`config.mk`:
```
export PLATFORM = sky130hd
export DESIGN_NAME = wb_write_buffer
export DESIGN_NICKNAME = d
export VERILOG_FILES = /design/src/rtl/wb_write_buffer.sv
export SDC_FILE = /design/constraint.sdc
export NUM_CORES = 1
export LEC_CHECK = 0
export ABC_AREA = 1
export BUFFER_PORTS_ARGS = -buffer_cell sky130_fd_sc_hd__buf_2
export CORE_MARGIN = 2
export CORE_UTILIZATION = 59
export DETAILED_ROUTE_END_ITERATION = 10
export PLACE_DENSITY = 0.79
export RECOVER_POWER = 25
export SYNTH_ARGS = -nofsm -noshare
export SYNTH_HDL_FRONTEND = slang
export SYNTH_SLANG_ARGS = --single-unit
```
`constraint.sdc`:
```
create_clock -name clk -period 3.3 [get_ports clk]
set_input_delay 0.165 -clock clk [delete_from_list [all_inputs] [get_ports clk]]
set_output_delay 0.165 -clock clk [all_outputs]
set_load 0.05 [all_outputs]
```
`src/rtl/wb_write_buffer.sv`:
```
// rtl/wb_write_buffer.sv - in-order regfile write-back buffer with read bypass
// Optional tail-entry coalescing when WB_COALESCE_EN is defined.
module wb_write_buffer #(
  parameter int DATA_W   = 16,
  parameter int NUM_REGS = 16,
  parameter int ADDR_W   = 4,
  parameter int DEPTH    = 4,
  localparam int CNT_W   = $clog2(DEPTH + 1),
  localparam int PTR_W   = $clog2(DEPTH)
) (
  input  logic                clk,
  input  logic                rst,
  input  logic                in_valid,
  output logic                in_ready,
  input  logic [ADDR_W-1:0]   in_reg,
  input  logic [DATA_W-1:0]   in_data,
  input  logic                drain_en,
  output logic [NUM_REGS-1:0] wr_en,
  output logic [DATA_W-1:0]   wr_data,
  input  logic [ADDR_W-1:0]   rd_reg1,
  input  logic [ADDR_W-1:0]   rd_reg2,
  output logic                byp_hit1,
  output logic [DATA_W-1:0]   byp_data1,
  output logic                byp_hit2,
  output logic [DATA_W-1:0]   byp_data2,
  output logic [CNT_W-1:0]    count,
  output logic                empty,
  output logic                full
);

  logic [ADDR_W-1:0] ent_reg  [DEPTH];
  logic [DATA_W-1:0] ent_data [DEPTH];
  logic [DEPTH-1:0]  ent_vld;
  logic [PTR_W-1:0]  head, tail;
  logic              push, pop, alloc, coal;

  assign empty = (count == '0);
  assign full  = (count == CNT_W'(DEPTH));
  assign pop   = drain_en && !empty;

`ifdef WB_COALESCE_EN
  logic [PTR_W-1:0] tail_idx;
  assign tail_idx = tail - PTR_W'(1);
  // The youngest entry may be overwritten unless it is the lone head leaving this cycle.
  assign coal = !empty && (ent_reg[tail_idx] == in_reg) && (in_reg != '0)
                && !(drain_en && count == CNT_W'(1));
`else
  assign coal = 1'b0;
`endif

  assign in_ready = !full || coal;
  assign push     = in_valid && in_ready;
  assign alloc    = push && (in_reg != '0) && !coal;

  always_comb begin
    wr_en   = '0;
    wr_data = '0;
    if (pop) begin
      wr_en[ent_reg[head]] = 1'b1;
      wr_data              = ent_data[head];
    end
  end

  // Walk oldest to youngest so the last match is the newest pending value.
  always_comb begin
    logic [PTR_W-1:0] idx;
    idx       = '0;
    byp_hit1  = 1'b0;
    byp_data1 = '0;
    byp_hit2  = 1'b0;
    byp_data2 = '0;
    for (int i = 0; i < DEPTH; i++) begin
      idx = head + PTR_W'(i);
      if (ent_vld[idx] && rd_reg1 != '0 && ent_reg[idx] == rd_reg1) begin
        byp_hit1  = 1'b1;
        byp_data1 = ent_data[idx];
      end
      if (ent_vld[idx] && rd_reg2 != '0 && ent_reg[idx] == rd_reg2) begin
        byp_hit2  = 1'b1;
        byp_data2 = ent_data[idx];
      end
    end
  end

  always_ff @(posedge clk or negedge rst) begin
    if (!rst) begin
      head    <= '0;
      tail    <= '0;
      count   <= '0;
      ent_vld <= '0;
      for (int i = 0; i < DEPTH; i++) begin
        ent_reg[i]  <= '0;
        ent_data[i] <= '0;
      end
    end else begin
      if (pop) begin
        ent_vld[head] <= 1'b0;
        head          <= head + PTR_W'(1);
      end
`ifdef WB_COALESCE_EN
      if (push && coal)
        ent_data[tail_idx] <= in_data;
`endif
      if (alloc) begin
        ent_vld[tail]  <= 1'b1;
        ent_reg[tail]  <= in_reg;
        ent_data[tail] <= in_data;
        tail           <= tail + PTR_W'(1);
      end
      case ({alloc, pop})
        2'b10:   count <= count + CNT_W'(1);
        2'b01:   count <= count - CNT_W'(1);
        default: count <= count;
      endcase
    end
  end

endmodule

```
==> results.cfg <==
[status]
status = finished, violations left
violations = max-capacitance violations, max-slew violations

[critical_path]
crit_path_end_kind = primary output
start_kind = register
cpMostUsedCell = nand2_1
cp_top_family = simple AND/OR/NAND/NOR gates
crit_chain = inv_6 > ha_1 > buf_4 > nand3_1 > nand2_1 > nand2_1 > nand2_1 > nor2_4 > nand3_2 > nand3_1 > nand3_1 > nand2_1 > nand2_1 > buf_2
worst-path-max-fanout = 24
path_class = register to primary output
slowest_stage = dfrtp_4
slowest_delay_ns = 0.50
crit_arrival_ns = 3.04
worstPathRequired_ns = 3.13
critPathBufInv = 3

[yosys]
synth_cells = 1248
synth_area_leaders = dfrtp_1, nand2_1, o21ai_0
synth_edf_count = 0
syn_nets = 1290
synthFlopType = dfrtp_1
ys_seq_area_share_pct = 29.4
syn_area_per_cell_um2 = 6.20
synth_cell_types = 37
synth-warning-count = 0
synth_common_cells = nand2_1, o21ai_0, nor2_1
synth_top_area_cell = dfrtp_1
ys_ff_latch = 91
async_flop_share_pct = 100
synth_top_area_share_pct = 29.4
synth_most_common_cell = nand2_1
synth_area_um2 = 7740

[cts]
cts_tree = built
clk_path_buf_depth = 2
cts_num_sinks = 91
h-tree-depth = 3
cts.reportedPaths.clkPinSlew_ns = 0.06
insertion_delay_ns = 0.34
clock-root-buffer = clkbuf_16
numCtsBuffers = 9

[grt]
grt_pass1_wl_um = 35200
antenna_found_initial = 0
overflow = 0
grt_pass1_vias = 6693
grtUsageTotal_pct = 30.7
grt_max_degree = 75

[layout]
antennaDiodeCount = 0
seqCellArea_um2 = 2280
largest_reg_flops = 64
fillers = 1180
layout-drive-gt1-share_pct = 15.7
final_nets = 1368
multi_input_area_um2 = 4670
area_growth_pct = 13.0

[route]
wl_per_cell_um = 15.1
drc = 0
drt_iter0_markers = 1249
via_per_inst = 5.58
ant_nets = 0
num_vias = 8386
drt-total-wl_um = 22700
drt-pass1-iter-count = 7

[worst_hold_path]
hp-class = input pin to register

[floorplanning]
die_h_um = 119
die_w_um = 119
dieArea_um2 = 14000
initial_core_util_pct = 60.8
rows = 41
io_pins = 104
core_um2 = 12700

[timing]
maxSlewHeadroom_pct = -9.82
min_period_over_period_pct = 97.2
finalSetupViolCount = 0
rsz0062_at_grt = yes
finClkSkew_ns = 0.00418
fin_crit_ns = 3.21
worstMarginPinSlew_ns = 1.65
totalNegativeSetupSlack_ns = 0
fmax_mhz = 312
final_hold_viol_count = 0
slew_violations = 69

[placed_design]
globalplace.congestion = 0.939
hpwl_um = 16000
port_buffers = 103

[run]
cap_violations = 1
cells in the final DEF (no fill, tap or decap), drive strengths merged:
master       netlist  final
ha                 9      9
inv              120    121
clkinvlp           0      1
clkbuf            22     13
a21oi             28     28
clkinv             0      1
xor2               8      8
nand3            106    107
nand2            418    418
dlygate4sd3        0      1
and2               5      5
nor2             138    140
buf               47    129
nor3               4      4
o211ai             4      4
fa                 1      1
xnor2              1      1
nand4             12     12
dfrtp             91     91
o21a               8      8
mux2i             26     26
o21ai            178    178
or2               20     20
bufinv             0      3
o2111ai            2      2
worst reg2reg max path, delay by kind of cell (launching register included):
kind | cells | cell delay [ns]
and+or+nand+nor | 5 | 1.07
DFF | 1 | 0.43
AOI/OAI and AO/OA | 1 | 0.13
buffers and inverters | 2 | 0.45
per-layer routing:
metal  wire [um]  track usage (%)  up-vias
met5           0                0        -
met4         557             8.33        0
met3        2710             5.79       47
met2        8740             39.9      534
met1       10700             50.7     3660
li1            -                -     4145
per-stage QoR:
step	worst slack [ns]	hold slack, ns	instances	util [%]	instance area (um2)
2_1_floorplan	0.0650	-0.131	1248	-	7770
3_3_place_gp	0.464	0.319	1472	64.7	8240
3_5_place_dp	0.419	0.315	1472	64.7	8240
4_1_cts	0.0512	0.132	1489	67.6	8600
5_1_grt	-0.0358	0.145	1503	68.7	8740
6_report	0.0913	0.135	1503	68.7	8740
cell type report:
type	instances	area share (%)
Inverter	120	5.24
Multi-Input combinational cell	971	53.4
Timing Repair Buffer	133	8.83
Sequential cell	91	26.1
Clock inverter	6	1.27
Clock buffer	10	2.73
Tap cell	172	2.46
kinds of logic (layout without fill, tap and decap cells):
family | after synthesis | in the layout | share of synthesized area [%]
buffers and inverters | 189 | 269 | 11.1
multiplexers | 26 | 26 | 3.36
adder cells (fa/ha/maj) | 10 | 10 | 1.71
AND/OR/NAND/NOR | 703 | 706 | 38.6
AO/OA/AOI/OAI | 220 | 220 | 14.8
flip-flops | 91 | 91 | 29.4
XOR/XNOR | 9 | 9 | 1.02
timing repair:
action	CTS	global route
hold buffers	1	0
buffers inserted	0	11
hold endpoints to repair	67	0
resized for setup	0	6
setup endpoints to repair	0	31
path summary, 6_finish.rpt:
path / from / cells after the start / to / slack, ns
max: head[0] / 14 / byp_data1[15] / 0.09
max in group asynchronous: rst / 2 / head[0] / 1.32
min reg2reg: ent_data[56] / 2 / ent_data[56] / 0.49
min in group asynchronous: rst / 2 / ent_data[20] / 0.77
min: in_data[7] / 3 / ent_data[39] / 0.13
max reg2reg: count[0] / 8 / ent_data[21] / 1.11
Power is left out: the tool's default activity adds up to more than one toggle a clock period on the data nets, which glitch-free logic cannot reach.
